$ cat config.mk
export PLATFORM = sky130hd
export DESIGN_NAME = debug_state_dumper
export DESIGN_NICKNAME = d
export VERILOG_FILES = /design/src/rtl/debug_state_dumper.sv
export SDC_FILE = /design/constraint.sdc
export NUM_CORES = 1
export LEC_CHECK = 0
export ABC_AREA = 1
export CAP_MARGIN = 20
export CORE_MARGIN = 4
export CORE_UTILIZATION = 43
export CTS_CLUSTER_DIAMETER = 100
export DETAILED_ROUTE_END_ITERATION = 12
export PLACE_DENSITY_LB_ADDON = 0.1
export SLEW_MARGIN = 20
export SYNTH_ARGS = -nofsm -noshare
export SYNTH_HDL_FRONTEND = slang
export SYNTH_SLANG_ARGS = --single-unit
$ cat constraint.sdc
create_clock -name clock -period 3.9 [get_ports clock]
set_input_delay 0.585 -clock clock [delete_from_list [all_inputs] [get_ports clock]]
set_output_delay 0.585 -clock clock [all_outputs]
set_load 0.02 [all_outputs]
$ cat src/rtl/debug_state_dumper.sv
// Read-back engine beside the core: freezes the pipeline, then streams every register-file
// word followed by a window of data memory over a valid/ready port, tagged {is_mem, index}.
`timescale 1ns/1ps
module debug_state_dumper #(
    parameter int DATA_WIDTH = 32,
    parameter int NUM_REGS   = 32,
    parameter int MEM_WORDS  = 10
) (
    input  logic                  clock,
    input  logic                  reset,
    input  logic                  start,
    output logic                  halt_req,
    input  logic                  pipe_empty,
    output logic [4:0]            rf_raddr,
    input  logic [DATA_WIDTH-1:0] rf_rdata,
    output logic [31:0]           dmem_raddr,
    input  logic [DATA_WIDTH-1:0] dmem_rdata,
    output logic                  out_valid,
    input  logic                  out_ready,
    output logic [DATA_WIDTH-1:0] out_data,
    output logic [8:0]            out_tag,
    output logic                  busy,
    output logic                  done,
    output logic [2:0]            dbg_state
);

    // Output handshake: a beat transfers on a rising edge where out_valid && out_ready.
    // While out_valid is high and out_ready is low, out_data/out_tag hold their value;
    // a beat may be accepted and the next one loaded on the same edge.

    typedef enum logic [2:0] {
        S_IDLE  = 3'd0,
        S_HALT  = 3'd1,
        S_REGS  = 3'd2,
        S_MEM   = 3'd3,
        S_DRAIN = 3'd4,
        S_DONE  = 3'd5
    } state_t;

    localparam logic [8:0] LAST_REG = 9'(NUM_REGS - 1);
    localparam logic [8:0] LAST_MEM = (MEM_WORDS > 0) ? 9'(MEM_WORDS - 1) : 9'd0;

    state_t     state;
    state_t     next_state;
    logic [8:0] idx;
    logic       pipe_empty_q;
    logic       load;
    logic       last_reg;
    logic       last_mem;

    assign last_reg = (idx == LAST_REG);
    assign last_mem = (idx == LAST_MEM);
    assign load     = ((state == S_REGS) || (state == S_MEM)) && (!out_valid || out_ready);

    always_ff @(posedge clock or posedge reset) begin
        if (reset) begin
            state <= S_IDLE;
        end else begin
            state <= next_state;
        end
    end

    always_comb begin
        next_state = state;
        case (state)
            S_IDLE:  if (start) next_state = S_HALT;
            S_HALT:  if (pipe_empty_q) next_state = S_REGS;
            S_REGS:  if (load && last_reg) next_state = (MEM_WORDS == 0) ? S_DRAIN : S_MEM;
            S_MEM:   if (load && last_mem) next_state = S_DRAIN;
            S_DRAIN: if (out_valid && out_ready) next_state = S_DONE;
            S_DONE:  next_state = S_IDLE;
            default: next_state = S_IDLE;
        endcase
    end

    always_comb begin
        halt_req   = 1'b0;
        busy       = (state != S_IDLE);
        done       = (state == S_DONE);
        rf_raddr   = '0;
        dmem_raddr = '0;
        dbg_state  = state;
        case (state)
            S_HALT, S_DRAIN: halt_req = 1'b1;
            S_REGS: begin
                halt_req = 1'b1;
                rf_raddr = idx[4:0];
            end
            S_MEM: begin
                halt_req   = 1'b1;
                dmem_raddr = {21'd0, idx, 2'b00};
            end
            default: halt_req = 1'b0;
        endcase
    end

    // pipe_empty is only trusted once halt_req has been visible to the core for a cycle.
    always_ff @(posedge clock or posedge reset) begin
        if (reset) begin
            idx          <= '0;
            pipe_empty_q <= 1'b0;
            out_valid    <= 1'b0;
            out_data     <= '0;
            out_tag      <= '0;
        end else begin
            pipe_empty_q <= (state == S_HALT) && pipe_empty;
            if (load) begin
                out_valid <= 1'b1;
                out_data  <= (state == S_REGS) ? rf_rdata : dmem_rdata;
                out_tag   <= {state == S_MEM, idx[7:0]};
                idx       <= ((state == S_REGS) && last_reg) ? 9'd0 : idx + 9'd1;
            end else begin
                if (out_ready) begin
                    out_valid <= 1'b0;
                end
                if ((state == S_IDLE) || (state == S_HALT)) begin
                    idx <= '0;
                end
            end
        end
    end

endmodule

; After elaboration in Yosys (flattened, before gate mapping)
; Index checks and enable logic that the tools add are counted.
[totals]
register_bits = 55
latch_bits = 0
mem_bits_rw = 0
romBits = 0
in_bits = 69
output_inout_bits = 85
elab_cells = 50
mem_count = 0
[classes]
add_sub_neg = 1
mul = 0
div = 0
order_cmp = 0
n_eq_ne = 12
shifts = 0
mux = 15
bitwise = 0
n_reduce_logical = 16
[op_table]
columns = cell, count
row1 = two-way mux 32 bit, 1
row2 = two-way mux 9 bit, 3
row3 = two-way mux 3 bit, 5
row4 = one-hot mux 3 bit (5 select lines), 1
row5 = two-way mux 11 bit, 1
row6 = "adder 9 x 1 -> 9 bit, second input constant", 1
row7 = "equality test 9 x 4 -> 1 bit, second input constant", 1
row8 = "equality test 9 x 5 -> 1 bit, second input constant", 1
row9 = "inequality test 2 bit, second input constant", 4
row10 = "equality test 3 x 2 -> 1 bit, second input constant", 2
row11 = "equality test 3 bit, second input constant", 2
row12 = logical AND 1 bit, 6
row13 = two-way mux 5 bit, 1
row14 = AND reduction 5 bit, 1
row15 = nonzero test 2 bit, 2
row16 = OR reduction 4 bit, 1
row17 = "equality test 3 x 1 -> 1 bit, second input constant", 1
row18 = logical NOT 3 bit, 1
row19 = logical OR 1 bit, 3
row20 = two-way mux 1 bit, 3
row21 = nonzero test 3 bit, 1
row22 = "inequality test 2 x 1 -> 1 bit, second input constant", 1
row23 = logical NOT 1 bit, 1

; Longest topological paths before layout
[logic_depth]
depth_word = 6
mapped_depth = 9
mapped_depth_nobuf = 9

; Least setup slack after synthesis
; OpenSTA, ideal clock, no wires.
[synth_path]
path_kind = reg-to-output
start = reg state[2] (netlist: dbg_state[2])
end = out rf_raddr[0]
t_arrival_ps = 1460
required_time_ps = 3315
slack_ps = 1855
stages_incl_launch_ff = 8
cell_sequence = dfrtp_1 inv_4 nand2_4 nor2_8 inv_2 buf_6 buf_6 nor2_1
[synth_between]
elab_chain_cells = 2
[synth_lines]
columns = item, line
row1 = "start, declared", 43  ; state_t state;
row2 = "start signal, assigned", 59  ; state <= next_state;
row3 = equality test 3 x 2 -> 1 bit, 83  ; case (state)
row4 = two-way mux 5 bit, 83
row5 = "end, declared", 14  ; output logic [4:0] rf_raddr,
; No other way between the ends.

; Worst setup path in the final report
[layout_path]
start = reg state[2] (netlist: dbg_state[2])
end = out rf_raddr[2]
; Same word-level chain as after synthesis.

==> results.py <==
metrics = {
    "finish": {
        "fillers": 560,
        "syn2layout_area_growth_pct": 44.1,
        "fin_util": 0.654,
        "nets": 563,
        "drive_gt1_frac": 0.0446,
        "final_cell_count_no_fill": 570,
        "n_antenna_cell": 0,
    },
    "placement": {
        "gp_congestion": 0.838,
        "placed_cells": 562,
        "dp_hpwl_mm": 6.39,
        "io_buffers": 130,
    },
    "yosys": {
        "synth.avg_cell_area_um2": 7.91,
        "yosys_warnings": 0,
        "synth-xor-area-share": 0.0148,
        "synthCells": 373,
        "yosysUniqueCellTypes": 28,
        "synth_mux_area_frac": 0,
        "synth_top_family_by_area": "simple AND/OR/NAND/NOR gates",
        "ys_seq_elements": 55,
        "yosysTopAreaCellShare": 0.466,
        "synthTopCellsByArea": "dfrtp_1, o21ai_0, nand2_1",
        "synth_compound_area_frac": 0.143,
        "yosysMostFrequentCell": "nand2_1",
        "ys_seq_area_frac": 0.466,
        "ys.flop_type": "dfrtp_1",
        "synth-edff-count": 0,
        "synth_top_area_cell": "dfrtp_1",
        "yosys.area_share.simple": 0.234,
        "synth_async_sr_flop_share": 1.00,
        "synthAdderAreaFrac": 0.00848,
        "ys_top_cells_by_count": "nand2_1, o21ai_0, nor2_1, dfrtp_1, buf_4",
        "syn_area_mm2": 0.00295,
    },
    "worst_setup_path": {
        "cp.depth": 6,
        "worstSetupPathType": "flip-flop to primary output",
        "slowest_stage": "clkdlybuf4s50_1",
        "rrSetupSlack_ns": 1.85,
        "critPathMaxStageDelay_ns": 0.65,
        "start_kind": "flip-flop",
        "r2r-end": "out_data[14]",
        "cp.arrival_ns": 2.67,
        "critPathCaptureType": "primary output",
        "reg2reg_depth": 6,
        "crit_start": "dbg_state[2]",
        "crit_buf_inv": 3,
        "worstPathRequired_ns": 3.31,
        "crit_end": "rf_raddr[2]",
        "path_cells": "inv_4, nand2_4, nor2_8, inv_2, nor2_1, clkdlybuf4s50_1",
        "path_delay_family": "buffers and inverters",
        "reg2reg_from": "dbg_state[2]",
        "critPathMaxFanout": 39,
    },
    "min_path": {
        "hold_depth": 2,
        "hold_class": "flip-flop to flip-flop",
    },
    "timing": {
        "tightestPinTransition_ns": 0.722,
        "max_freq_mhz": 307,
        "setup_violations": 0,
        "rsz0062_at_grt": "false",
        "clock-skew-final_ns": 0.00885,
        "finalSetupTns_ns": 0,
        "max_slew_margin": 0.518,
        "finalHoldViolations": 0,
        "final.period_utilization": 0.836,
        "slew_viol_final": 0,
        "period_minus_slack_ns": 3.26,
    },
    "detailed_routing": {
        "drtPass1Iterations": 4,
        "via_per_inst": 5.01,
        "first_iter_violations": 150,
        "num_vias": 2857,
        "drc": 0,
        "ant_nets": 0,
        "routed_wl_mm": 8.76,
        "wl_per_cell_um": 15.4,
    },
    "floorplan": {
        "ios": 154,
        "coreArea_mm2": 0.00649,
        "die-area_mm2": 0.00825,
        "die_x_um": 90.8,
        "die_height_um": 90.8,
        "num_rows": 29,
        "start_util": 0.454,
    },
    "clock_tree": {
        "cts-root-buf": "clkbuf_8",
        "cts.sinks": 55,
        "clk_pin_slew_ns": 0.09,
        "postCtsSetupRepairBufs": 0,
        "clock_path_buffers": 2,
        "clk_latency_ns": 0.30,
        "holdBufCountCts": 0,
        "cts_resized": 0,
        "cts_tree": "built",
        "numCtsBuffers": 5,
        "htreeDepth": 2,
    },
    "grt": {
        "antenna_found_initial": 0,
        "grt_max_degree": 40,
        "grt_usage": 0.206,
        "grt_pass1_vias": 2743,
        "grt_overflow_total": 0,
        "grt_pass1_wl_mm": 13.8,
    },
    "flow_run": {
        "timing.max_cap.violations": 0,
    },
    "power_and_ir_drop": {
        "p_leak_nw": 1.88,
        "power.total_mw": 2.86,
        "power_density_mw_per_mm2": 672,
        "ir_worst_vdd_mv": 0.489,
    },
    "status": {
        "outcome": "complete, no violations",
    },
}
-- layout by cell type (no fill, tap or decap), types with 2 or more instances in the layout --
cell,synthesis,final
a21oi_1,4,4
buf_4,23,3
clkbuf_8,0,6
clkdlybuf4s50_1,0,130
conb_1,1,23
dfrtp_1,55,55
ha_1,2,2
inv_1,22,21
inv_2,1,2
nand2_1,68,68
nand2_2,3,3
nand3_1,14,14
nand4_1,6,6
nor2_1,60,60
nor2_2,2,2
nor3_1,2,2
o21ai_0,61,61
o21ai_1,13,13
o22ai_1,5,5
xor2_1,4,4
-- per-layer routing --
metal	wire [µm]	vias up	GRT usage
met4	177	0	0.0603
li1	-	1401	-
met3	580	17	0.0467
met2	4110	127	0.334
met5	0	-	0
met1	3890	1312	0.275
-- registers in the layout (all words and copies together) (netlist names) --
name / count
dbg_state: 3
out_tag: 9
pipe_empty_q: 1
out_data: 32
out_valid: 1
idx: 9
-- worst min path at each step --
stage,start,to,slack (ns)
3_5_place_dp,out_tag[7],out_tag[7],0.47
5_1_grt,out_data[28],out_data[28],0.52
3_3_place_gp,out_tag[5],out_tag[5],0.47
4_1_cts,out_tag[7],out_tag[7],0.50
2_1_floorplan,idx[8],idx[8],0.49
6_report,out_tag[5],out_tag[5],0.49
-- tightest hold or removal path, delay by kind of cell, from the launching register on --
kind,cells,cell delay (ns)
and+or+nand+nor,1,0.05
AOI/OAI and AO/OA,1,0.06
DFF,1,0.35
-- per-stage QoR --
| stage | hold WS [ns] | setup WS [ns] | area [µm²] |
|---|---|---|---|
| global placement | 0.466 | 1.08 | 4160 |
| detailed placement | 0.473 | 0.974 | 4160 |
| floorplan | 0.493 | 1.85 | 3030 |
| finish | 0.492 | 0.641 | 4250 |
| global route | 0.518 | 0.499 | 4250 |
| CTS | 0.497 | 0.626 | 4250 |
-- cell type report --
type	instances	area, µm²	share of cell area
inverters	24	92.6	0.0218
well taps	77	96.3	0.0227
flip-flops and latches	55	1380	0.324
multi-input cells	273	1270	0.298
repair buffers	133	1320	0.311
clock inverters	1	8.76	0.00206
clock buffers	7	86.3	0.0203
-- cell families after synthesis --
kind of cell / after synthesis
other cells: 1
xor+xnor: 5
flops: 55
simple gates: 160
buf+inv: 67
compound gates: 83
fa+ha+maj: 2
-- where the power goes --
part	total, mW	switching (mW)	internal, mW
Sequential	0.935	0.148	0.787
Clock	0.327	0.181	0.146
Combinational	1.60	0.946	0.651
Total	2.86	1.27	1.58
Power figures use the tool's default switching activity.
